<file path="src/rtl/scancode_display_ctrl.sv">
// scancode_display_ctrl
//
// Turns the raw PS/2 scancode byte stream into the contents of a
// multi-digit typed-text display. It drives one 7-bit code and one enable
// flag to each downstream scancode-to-seven-segment decoder.
//
// Break sequences (F0 xx) and extended sequences (E0 xx, E0 F0 xx) are
// stripped. Plain make codes are shifted in at digit 0, which is the
// rightmost and newest character. Esc (0x76) clears the display and
// Backspace (0x66) removes the newest character. A digit is blanked by
// giving it the code 7'h7F.
//
// Parameters:
//   NUM_DIGITS      number of digits / decoder instances driven (1..8)
//   TIMEOUT_CYCLES  idle cycles after an F0/E0 prefix before that
//                   sequence is abandoned (>= 2)
//
// Ports:
//   clk         in   system clock
//   rst_n       in   asynchronous active-low reset
//   code_in     in   [7:0] scancode byte from the PS/2 receiver
//   code_valid  in   single-cycle strobe that qualifies code_in
//   disp_code   out  [7*NUM_DIGITS-1:0] per-digit code; digit i is in
//                    bits [7i+6:7i]
//   disp_flag   out  [NUM_DIGITS-1:0] per-digit decoder enable flag
//   char_count  out  [3:0] number of non-blank digits
//   update      out  one-cycle pulse in the cycle after the buffer changes
//
// Optional feature (compile-time macro SCANCODE_REPEAT_FILTER_EN):
//   When defined, a make code equal to the last displayed make code is
//   dropped. This suppresses typematic repeat. Releasing that key
//   (F0 xx) re-arms it.
//   When undefined, every make code is displayed.

module scancode_display_ctrl #(
  parameter int unsigned NUM_DIGITS     = 4,
  parameter int unsigned TIMEOUT_CYCLES = 50000
) (
  input  logic                    clk,
  input  logic                    rst_n,
  input  logic [7:0]              code_in,
  input  logic                    code_valid,
  output logic [7*NUM_DIGITS-1:0] disp_code,
  output logic [NUM_DIGITS-1:0]   disp_flag,
  output logic [3:0]              char_count,
  output logic                    update
);

  // Scancode constants.
  localparam logic [7:0] CODE_BRK = 8'hF0;
  localparam logic [7:0] CODE_EXT = 8'hE0;
  localparam logic [7:0] CODE_ESC = 8'h76;
  localparam logic [7:0] CODE_BKSP = 8'h66;
  localparam logic [6:0] BLANK = 7'h7F;

  // FSM states.
  localparam logic [1:0] ST_IDLE    = 2'd0;
  localparam logic [1:0] ST_BRK     = 2'd1;
  localparam logic [1:0] ST_EXT     = 2'd2;
  localparam logic [1:0] ST_EXT_BRK = 2'd3;

  localparam int unsigned TMR_W = $clog2(TIMEOUT_CYCLES);
  localparam logic [TMR_W-1:0] TMR_LAST = TMR_W'(TIMEOUT_CYCLES - 1);
  localparam logic [3:0] COUNT_MAX = 4'(NUM_DIGITS);

  logic [1:0]                        state_q, state_d;
  logic [TMR_W-1:0]                  tmr_q, tmr_d;
  logic [NUM_DIGITS-1:0][6:0]        digit_q, digit_d;
  logic [3:0]                        count_q, count_d;
  logic                              update_q, update_d;
  logic [NUM_DIGITS-1:0]             flag_q;
`ifdef SCANCODE_REPEAT_FILTER_EN
  logic [7:0]                        last_make_q, last_make_d;
`endif

  // Combined next-state logic: prefix FSM, timeout counter, digit buffer.
  always_comb begin
    logic do_push;
    do_push  = 1'b0;
    state_d  = state_q;
    tmr_d    = tmr_q;
    digit_d  = digit_q;
    count_d  = count_q;
    update_d = 1'b0;
`ifdef SCANCODE_REPEAT_FILTER_EN
    last_make_d = last_make_q;
`endif

    if (code_valid) begin
      // A byte always wins over a timeout that would fire in the same cycle.
      tmr_d = '0;
      case (state_q)
        ST_IDLE: begin
          if (code_in == CODE_BRK) begin
            state_d = ST_BRK;
          end else if (code_in == CODE_EXT) begin
            state_d = ST_EXT;
          end else if (code_in == CODE_ESC) begin
            digit_d  = {NUM_DIGITS{BLANK}};
            count_d  = '0;
            update_d = 1'b1;
          end else if (code_in == CODE_BKSP) begin
            for (int i = 0; i < NUM_DIGITS - 1; i++) begin
              digit_d[i] = digit_q[i+1];
            end
            digit_d[NUM_DIGITS-1] = BLANK;
            count_d  = (count_q == 4'd0) ? count_q : count_q - 4'd1;
            update_d = 1'b1;
          end else if (!code_in[7]) begin
`ifdef SCANCODE_REPEAT_FILTER_EN
            if (code_in != last_make_q) begin
              do_push     = 1'b1;
              last_make_d = code_in;
            end
`else
            do_push = 1'b1;
`endif
          end
          // Any other code with bit 7 set is ignored without an update.
        end
        ST_BRK: begin
          state_d = ST_IDLE;
`ifdef SCANCODE_REPEAT_FILTER_EN
          // Releasing the filtered key lets the next press through again.
          if (code_in == last_make_q) begin
            last_make_d = 8'h00;
          end
`endif
        end
        ST_EXT: begin
          state_d = (code_in == CODE_BRK) ? ST_EXT_BRK : ST_IDLE;
        end
        default: begin
          state_d = ST_IDLE;
        end
      endcase
    end else if (state_q != ST_IDLE) begin
      if (tmr_q == TMR_LAST) begin
        state_d = ST_IDLE;
        tmr_d   = '0;
      end else begin
        tmr_d = tmr_q + TMR_W'(1);
      end
    end else begin
      tmr_d = '0;
    end

    // Shift a make code in at digit 0. The top digit falls off.
    if (do_push) begin
      digit_d[0] = code_in[6:0];
      for (int i = 1; i < NUM_DIGITS; i++) begin
        digit_d[i] = digit_q[i-1];
      end
      count_d  = (count_q == COUNT_MAX) ? count_q : count_q + 4'd1;
      update_d = 1'b1;
    end
  end

  always_ff @(posedge clk or negedge rst_n) begin
    if (!rst_n) begin
      state_q  <= ST_IDLE;
      tmr_q    <= '0;
      digit_q  <= {NUM_DIGITS{BLANK}};
      count_q  <= '0;
      update_q <= 1'b0;
      flag_q   <= '1;
    end else begin
      state_q  <= state_d;
      tmr_q    <= tmr_d;
      digit_q  <= digit_d;
      count_q  <= count_d;
      update_q <= update_d;
      // Decoders stay enabled. Blanking is done only through the 7'h7F code.
      flag_q   <= '1;
    end
  end

`ifdef SCANCODE_REPEAT_FILTER_EN
  always_ff @(posedge clk or negedge rst_n) begin
    if (!rst_n) begin
      last_make_q <= 8'h00;
    end else begin
      last_make_q <= last_make_d;
    end
  end
`endif

  assign disp_code  = digit_q;
  assign disp_flag  = flag_q;
  assign char_count = count_q;
  assign update     = update_q;

endmodule
</file>
<file path="config.mk">
export PLATFORM = sky130hd
export DESIGN_NAME = scancode_display_ctrl
export DESIGN_NICKNAME = d
export VERILOG_FILES = /design/src/rtl/scancode_display_ctrl.sv
export SDC_FILE = /design/constraint.sdc
export NUM_CORES = 1
export LEC_CHECK = 0
export ABC_AREA = 1
export CORE_ASPECT_RATIO = 0.75
export CORE_MARGIN = 1.5
export CORE_UTILIZATION = 27
export CTS_CLUSTER_SIZE = 12
export DETAILED_ROUTE_END_ITERATION = 10
export GPL_ROUTABILITY_DRIVEN = 0
export HOLD_SLACK_MARGIN = 0.05
export PLACE_DENSITY = 0.54
export SKIP_LAST_GASP = 1
export SYNTH_ARGS = -nofsm -noshare
export SYNTH_HDL_FRONTEND = slang
export SYNTH_SLANG_ARGS = --single-unit
</file>
<file path="constraint.sdc">
create_clock -name clk -period 2.34 [get_ports clk]
set_clock_uncertainty 0.1 [all_clocks]
set_input_delay 0.234 -clock clk [delete_from_list [all_inputs] [get_ports clk]]
set_output_delay 0.234 -clock clk [all_outputs]
set_load 0.02 [all_outputs]
</file>
Yosys cells after proc, flatten, opt, wreduce, memory -nomap -nowiden
Cells that the tools add are included.
{"block": "word_totals", "inputBits": 11, "reg_bits": 51, "output_inout_bits": 37, "wordCells": 74}
{"block": "op_classes", "add_sub_neg": 3, "eq_ne": 12, "n_reduce_logical": 11, "n_mux": 40}
{"op": "2-to-1 mux 28 bit", "count": 7}
{"op": "2-to-1 mux 16 bit", "count": 3}
{"op": "2-to-1 mux 4 bit", "count": 9}
{"op": "adder 16 x 1 -> 16 bit, second input constant", "count": 1}
{"op": "equality test 16 bit, second input constant", "count": 1}
{"op": "equality test 8 x 7 -> 1 bit, second input constant", "count": 2}
{"op": "equality test 8 bit, second input constant", "count": 2}
{"op": "2-to-1 mux 1 bit", "count": 14}
{"op": "2-to-1 mux 2 bit", "count": 6}
{"op": "nonzero test 2 bit", "count": 5}
{"op": "AND reduction 7 bit", "count": 1}
{"op": "AND reduction 5 bit", "count": 1}
{"op": "adder 4 x 1 -> 4 bit, second input constant", "count": 1}
{"op": "equality test 4 x 3 -> 1 bit, second input constant", "count": 1}
{"op": "logical NOT 4 bit", "count": 1}
{"op": "!= test 2 x 1 -> 1 bit, second input constant", "count": 2}
{"op": "!= test 4 bit, second input constant", "count": 1}
{"op": "case mux 2 bit (2 select lines)", "count": 1}
{"op": "subtractor 4 x 1 -> 4 bit, second input constant", "count": 1}
{"op": "!= test 3 x 2 -> 1 bit, second input constant", "count": 1}
{"op": "AND reduction 3 bit", "count": 1}
{"op": "nonzero test 3 bit", "count": 1}
{"op": "equality test 2 bit, second input constant", "count": 1}
{"op": "logical NOT 2 bit", "count": 1}
{"op": "!= test 2 bit, second input constant", "count": 1}

Longest topological paths before layout
{"block": "depth", "depth_word": 9, "ltp_mapped": 10, "mapped_depth_nobuf": 9}

Worst setup path before layout
Ideal clock, no wire load.
{"block": "synth_timing", "kind": "register to register", "from": "reg count_q[0], in the netlist char_count[0]", "to": "reg count_q[2], in the netlist char_count[2]", "arrival_ns": 1.364, "synth_period_minus_slack_ns": 1.541, "path_slack_ns": 0.799, "path_buffers": 0, "path_stages_with_launch": 9, "setup_time_ns": 0.077, "path_cell_list": "dfrtp_1 > inv_1 > ha_1 > inv_1 > nor3_1 > nand4_1 > nand3_4 > nand2_1 > o21ai_1"}
{"block": "synth_via", "elab_chain_len": 9, "elab_cells_between_ends": 16, "classes_between": "2 x add/sub; 3 x eq/ne; 9 x mux; 2 x reduce/logical"}
{"item": "start, declared", "line": "69", "source": "logic [3:0] count_q, count_d;"}
{"item": "start signal, assigned", "line": "171", "source": "count_q <= count_d;"}
{"item": "subtractor 4 x 1 -> 4 bit", "line": "107", "source": "count_d = (count_q == 4'd0) ? count_q : count_q - 4'd1;"}
{"item": "2-to-1 mux 4 bit", "line": "107"}
{"item": "2-to-1 mux 4 bit", "line": "102", "source": "end else if (code_in == CODE_BKSP) begin"}
{"item": "2-to-1 mux 4 bit", "line": "98", "source": "end else if (code_in == CODE_ESC) begin"}
{"item": "2-to-1 mux 4 bit", "line": "96", "source": "end else if (code_in == CODE_EXT) begin"}
{"item": "2-to-1 mux 4 bit", "line": "94", "source": "if (code_in == CODE_BRK) begin"}
{"item": "2-to-1 mux 4 bit", "line": "92", "source": "case (state_q)"}
{"item": "2-to-1 mux 4 bit", "line": "89", "source": "if (code_valid) begin"}
{"item": "2-to-1 mux 4 bit", "line": "149", "source": "if (do_push) begin"}
Parallel ways exist; a longest one is shown, timed or not. The select of a mux whose other input is x is not followed.
A chain may end at the register's enable or synchronous reset.

Worst setup path after layout
{"block": "layout_timing", "from": "reg tmr_q[0]", "to": "reg tmr_q[10]"}
{"block": "layout_via", "elab_chain_len": 4, "elab_cells_between_ends": 5, "classes_between": "1 x add/sub; 1 x eq/ne; 3 x mux"}
{"item": "start, declared", "line": "67", "source": "logic [TMR_W-1:0] tmr_q, tmr_d;"}
{"item": "start signal, assigned", "line": "169", "source": "tmr_q <= tmr_d;"}
{"item": "adder 16 x 1 -> 16 bit / equality test 16 bit (equally long branches)", "line": "142, 138"}
{"item": "2-to-1 mux 16 bit *", "line": "138", "source": "if (tmr_q == TMR_LAST) begin"}
{"item": "2-to-1 mux 16 bit *", "line": "137", "source": "end else if (state_q != ST_IDLE) begin"}
{"item": "2-to-1 mux 16 bit *", "line": "89"}
{"item": "via tmr_d[10]", "line": "67"}
Mark *: on every way through the listed nets, which the timed path passes. The rest lies on a longest branch.

==> tab_implementation.tex <==
\begin{tabular}{lr}
\hline
Metric & Value \\
\hline
\multicolumn{2}{l}{\textbf{Floorplanning}} \\
\quad Die ar. & $\sim$12000 um2 \\
\quad Placeable core region & around 10000 um2 \\
\quad Starting Density & around 28\% \\
\quad Die Y-Extent & around 93 um \\
\quad Row count & 32 \\
\quad I/O pin cnt & 48 \\
\quad Die outline width & about 120 um \\
\multicolumn{2}{l}{\textbf{STA}} \\
\quad Slew @ Worst Pin & 807 ps \\
\quad Max Freq & roughly 540 MHz \\
\quad Final count of pins violating max slew & 0 \\
\quad Min Clock Period, post-route & $\sim$1900 ps \\
\quad Total count of hold-check failures in the final report & 0 \\
\quad Final-report setup violation count & 0 \\
\quad RSZ-0062 raised after global routing & false \\
\quad Worst slack on hold paths & about 370 ps \\
\quad Worst slew margin & approximately 46\% \\
\quad Final period util & between 70 and 80\% \\
\quad Final total negative setup slack & 0 ps \\
\multicolumn{2}{l}{\textbf{GRT}} \\
\quad Global-route congestion overflow total & 0 \\
\quad Number of global-route vias before repair & roughly 2300 \\
\quad Global-route wire length before repair & 11300 um \\
\quad Total global-route track usage & between 10\% and 20\% \\
\quad Maximum number of pins on one net before global-route repair & 34 \\
\quad Initial antenna violation count & 0 \\
\multicolumn{2}{l}{\textbf{Clock tree}} \\
\quad TritonCTS sink count & 51 \\
\quad Root Driver & sky130\_fd\_sc\_hd\_\_clkbuf\_16 \\
\quad Clock buffer depth & 2 \\
\quad CTS resizes & 0 \\
\quad Clock transition time at the flip-flop clock pins of the worst setup and hold paths & 60 ps \\
\quad Hold buffers post-CTS & 1 \\
\quad CTS tree & built \\
\quad Buffers inserted during post-CTS setup optimization & 0 \\
\quad Clock H-tree levels & 2 \\
\quad Worst-Skew Late Latency & 290 ps \\
\quad Total clock buffers created by CTS & 5 \\
\multicolumn{2}{l}{\textbf{Setup path}} \\
\quad Crit path required time & around 2400 ps \\
\quad Reg-to-reg critical path startpoint & tmr\_q[0] \\
\quad Category of the critical setup timing path & reg -> reg \\
\quad Worst reg-to-reg path cell count & 6 \\
\quad Setup slack of the worst register-to-register path & roughly 490 ps \\
\quad CP max FO & 12 \\
\quad Reg-to-reg endpoint & tmr\_q[10] \\
\quad Nature of the critical path endpoint & flop \\
\quad Signal arrival time at the worst endpoint & 1950 ps \\
\quad Worst Setup Start Kind & flop \\
\multicolumn{2}{l}{\textbf{Outcome}} \\
\quad Status & finished clean \\
\multicolumn{2}{l}{\textbf{Route}} \\
\quad WL per Instance & 12.1 um \\
\quad Number of design-rule violations left by the first detailed-router iteration & $\sim$220 \\
\quad Detailed-route wire length & slightly below 7000 um \\
\quad Via density per instance & between 4 and 5 \\
\quad Routed length on met3 & about 350 um \\
\quad Number of vias after detailed routing & about 2500 \\
\quad Wire length the detailed router placed on met1 & approximately 3600 um \\
\quad Post-route DRC & 0 \\
\quad Drt pass-1 iters & 4 \\
\quad Highest metal used & met4 \\
\quad Post-route antenna net violation count & 0 \\
\quad Wire length on met2 & about 2800 um \\
\multicolumn{2}{l}{\textbf{Finish}} \\
\quad Number of nets in the layout & about 430 \\
\quad Syn-to-layout area delta & 26.2\% \\
\quad Commonest cells after routing, fill and taps aside & sky130\_fd\_sc\_hd\_\_nand2\_1, sky130\_fd\_sc\_hd\_\_inv\_1, sky130\_fd\_sc\_hd\_\_clkdlybuf4s50\_1 \\
\quad Share of final-layout standard cells stronger than drive strength 1 & roughly 15\% \\
\quad Storage element area & between 1000 and 1500 um2 \\
\quad Most common cell after layout, fill and taps aside & sky130\_fd\_sc\_hd\_\_nand2\_1 \\
\quad Final cell count without fillers & approximately 560 \\
\quad Fill cell total of the finished layout & $\sim$1100 \\
\quad Multi-input gate area in the final layout & $\sim$1300 um2 \\
\quad Antenna diodes & 0 \\
\multicolumn{2}{l}{\textbf{Power and ir drop}} \\
\quad Peak supply drop & 0.472 mV \\
\quad Fraction of power consumed by combinational cells & between 40\% and 50\% \\
\quad Clock network fraction of design power & 19.0\% \\
\quad Net switching power & approximately 1.5 mW \\
\quad Switching share of power & 36.9\% \\
\quad Leakage power & around 1.7 nW \\
\quad Power density cells & between 1000 and 1500 nW/um2 \\
\quad Cell-internal power & around 2.6 mW \\
\quad Sequential cell fraction of total power & $\sim$39\% \\
\quad Total design power & roughly 4.1 mW \\
\multicolumn{2}{l}{\textbf{Place}} \\
\quad Post-Place Cells & approximately 550 \\
\quad Number of buffers inserted by port buffering & 43 \\
\quad HPWL after detailed placement & approximately 5000 um \\
\multicolumn{2}{l}{\textbf{Hold path}} \\
\quad Hold Startpoint & tmr\_q[0] \\
\quad Number of cells traversed by the worst hold path & 1 \\
\quad Hold Path Class & reg -> reg \\
\quad Hold path endpoint & tmr\_q[0] \\
\multicolumn{2}{l}{\textbf{Run}} \\
\quad Max-cap check violation count & 0 \\
\multicolumn{2}{l}{\textbf{Synth}} \\
\quad Post-Synthesis Cells & about 370 \\
\quad Post-synthesis sequential area ratio & 44.7\% \\
\quad Average cell area after synthesis & about 8 um2 \\
\quad Post-Synthesis Cell Area & approximately 3000 um2 \\
\quad Synth unique cells & 36 \\
\quad Synthesis Warnings & 0 \\
\quad Count of state elements after synthesis & just over 50 \\
\hline
\end{tabular}
==> cell families after synthesis <==
kind of cell / share of synthesized area, %
flops: 44.7
simple gates: 28.8
compound gates: 13.3
other cells: 0.128
buf+inv: 9.77
fa+ha+maj: 1.28
xor+xnor: 2.09
==> registers in the layout, indices dropped and copies added (netlist names) <==
register    flops
tmr_q          16
state_q         2
char_count      4
disp_code      28
update          1
==> per-stage QoR <==
step	cell area [um2]	util, %	worst slack [ps]
finish	3700	35.6	486
global route	3700	35.6	306
CTS	3700	35.6	433
detailed placement	3530	33.9	227
global placement	3530	33.9	257
floorplan	2950	-	799
==> area by class of cell <==
cell class                 count  share of cell area, %
clock buffer                   6                   4.06
clock inverter                 2                  0.372
inverter                      45                   4.56
multi-input combinational    262                   36.4
sequential                    51                   35.4
tap                          136                   4.60
timing repair buffer          53                   14.6
==> synthesized netlist by cell type, drive strengths merged <==
library cell,count,area (um2)
a21boi,5,37.5
a21oi,6,30.0
a22oi,2,15.0
buf,13,103
clkbuf,4,15.0
conb,1,3.75
dfrtp,23,576
dfstp,28,736
ha,3,37.5
inv,45,169
nand2,98,380
nand3,16,103
nand4,9,77.6
nor2,36,155
nor3,16,91.3
nor3b,5,37.5
o211ai,1,7.51
o21ai,43,215
o21bai,3,22.5
o22a,4,35.0
o22ai,3,18.8
o31ai,1,7.51
xor2,7,61.3
==> power groups by stage <==
stage	Clock [mW]	Combinational, mW	Sequential [mW]
5_1_grt	0.845	1.92	1.67
3_3_place_gp	0	1.74	1.63
3_5_place_dp	0	1.75	1.62
2_1_floorplan	0	0.712	1.91
4_1_cts	0.817	1.76	1.62
6_report	0.787	1.74	1.61
==> worst max path at each step <==
stage	start	endpoint	slack [ps]	cells past startpoint
floorplan	char_count[0]	char_count[2]	800	8
global placement	code_valid	char_count[3]	260	8
detailed placement	code_in[7]	disp_code[17]	230	11
CTS	tmr_q[0]	tmr_q[6]	430	6
global route	tmr_q[0]	tmr_q[14]	310	8
finish	tmr_q[0]	tmr_q[10]	490	6
==> worst max-delay path, stage by stage, from the launching register on <==
cell	delay, ps
sky130_fd_sc_hd__dfrtp_1	400
sky130_fd_sc_hd__ha_1	230
sky130_fd_sc_hd__nand3_1	180
sky130_fd_sc_hd__nor3_1	70
sky130_fd_sc_hd__nand4_1	100
sky130_fd_sc_hd__nand3_1	360
sky130_fd_sc_hd__nor3b_1	310
==> metal layers <==
| layer | global-route usage, % | up-vias |
|---|---|---|
| li1 | - | 1298 |
| met1 | 19.5 | 1155 |
| met2 | 17.3 | 55 |
| met3 | 2.80 | 7 |
| met4 | 3.45 | 0 |
| met5 | 0 | - |
No activity file was read; power rests on OpenSTA's default activity.
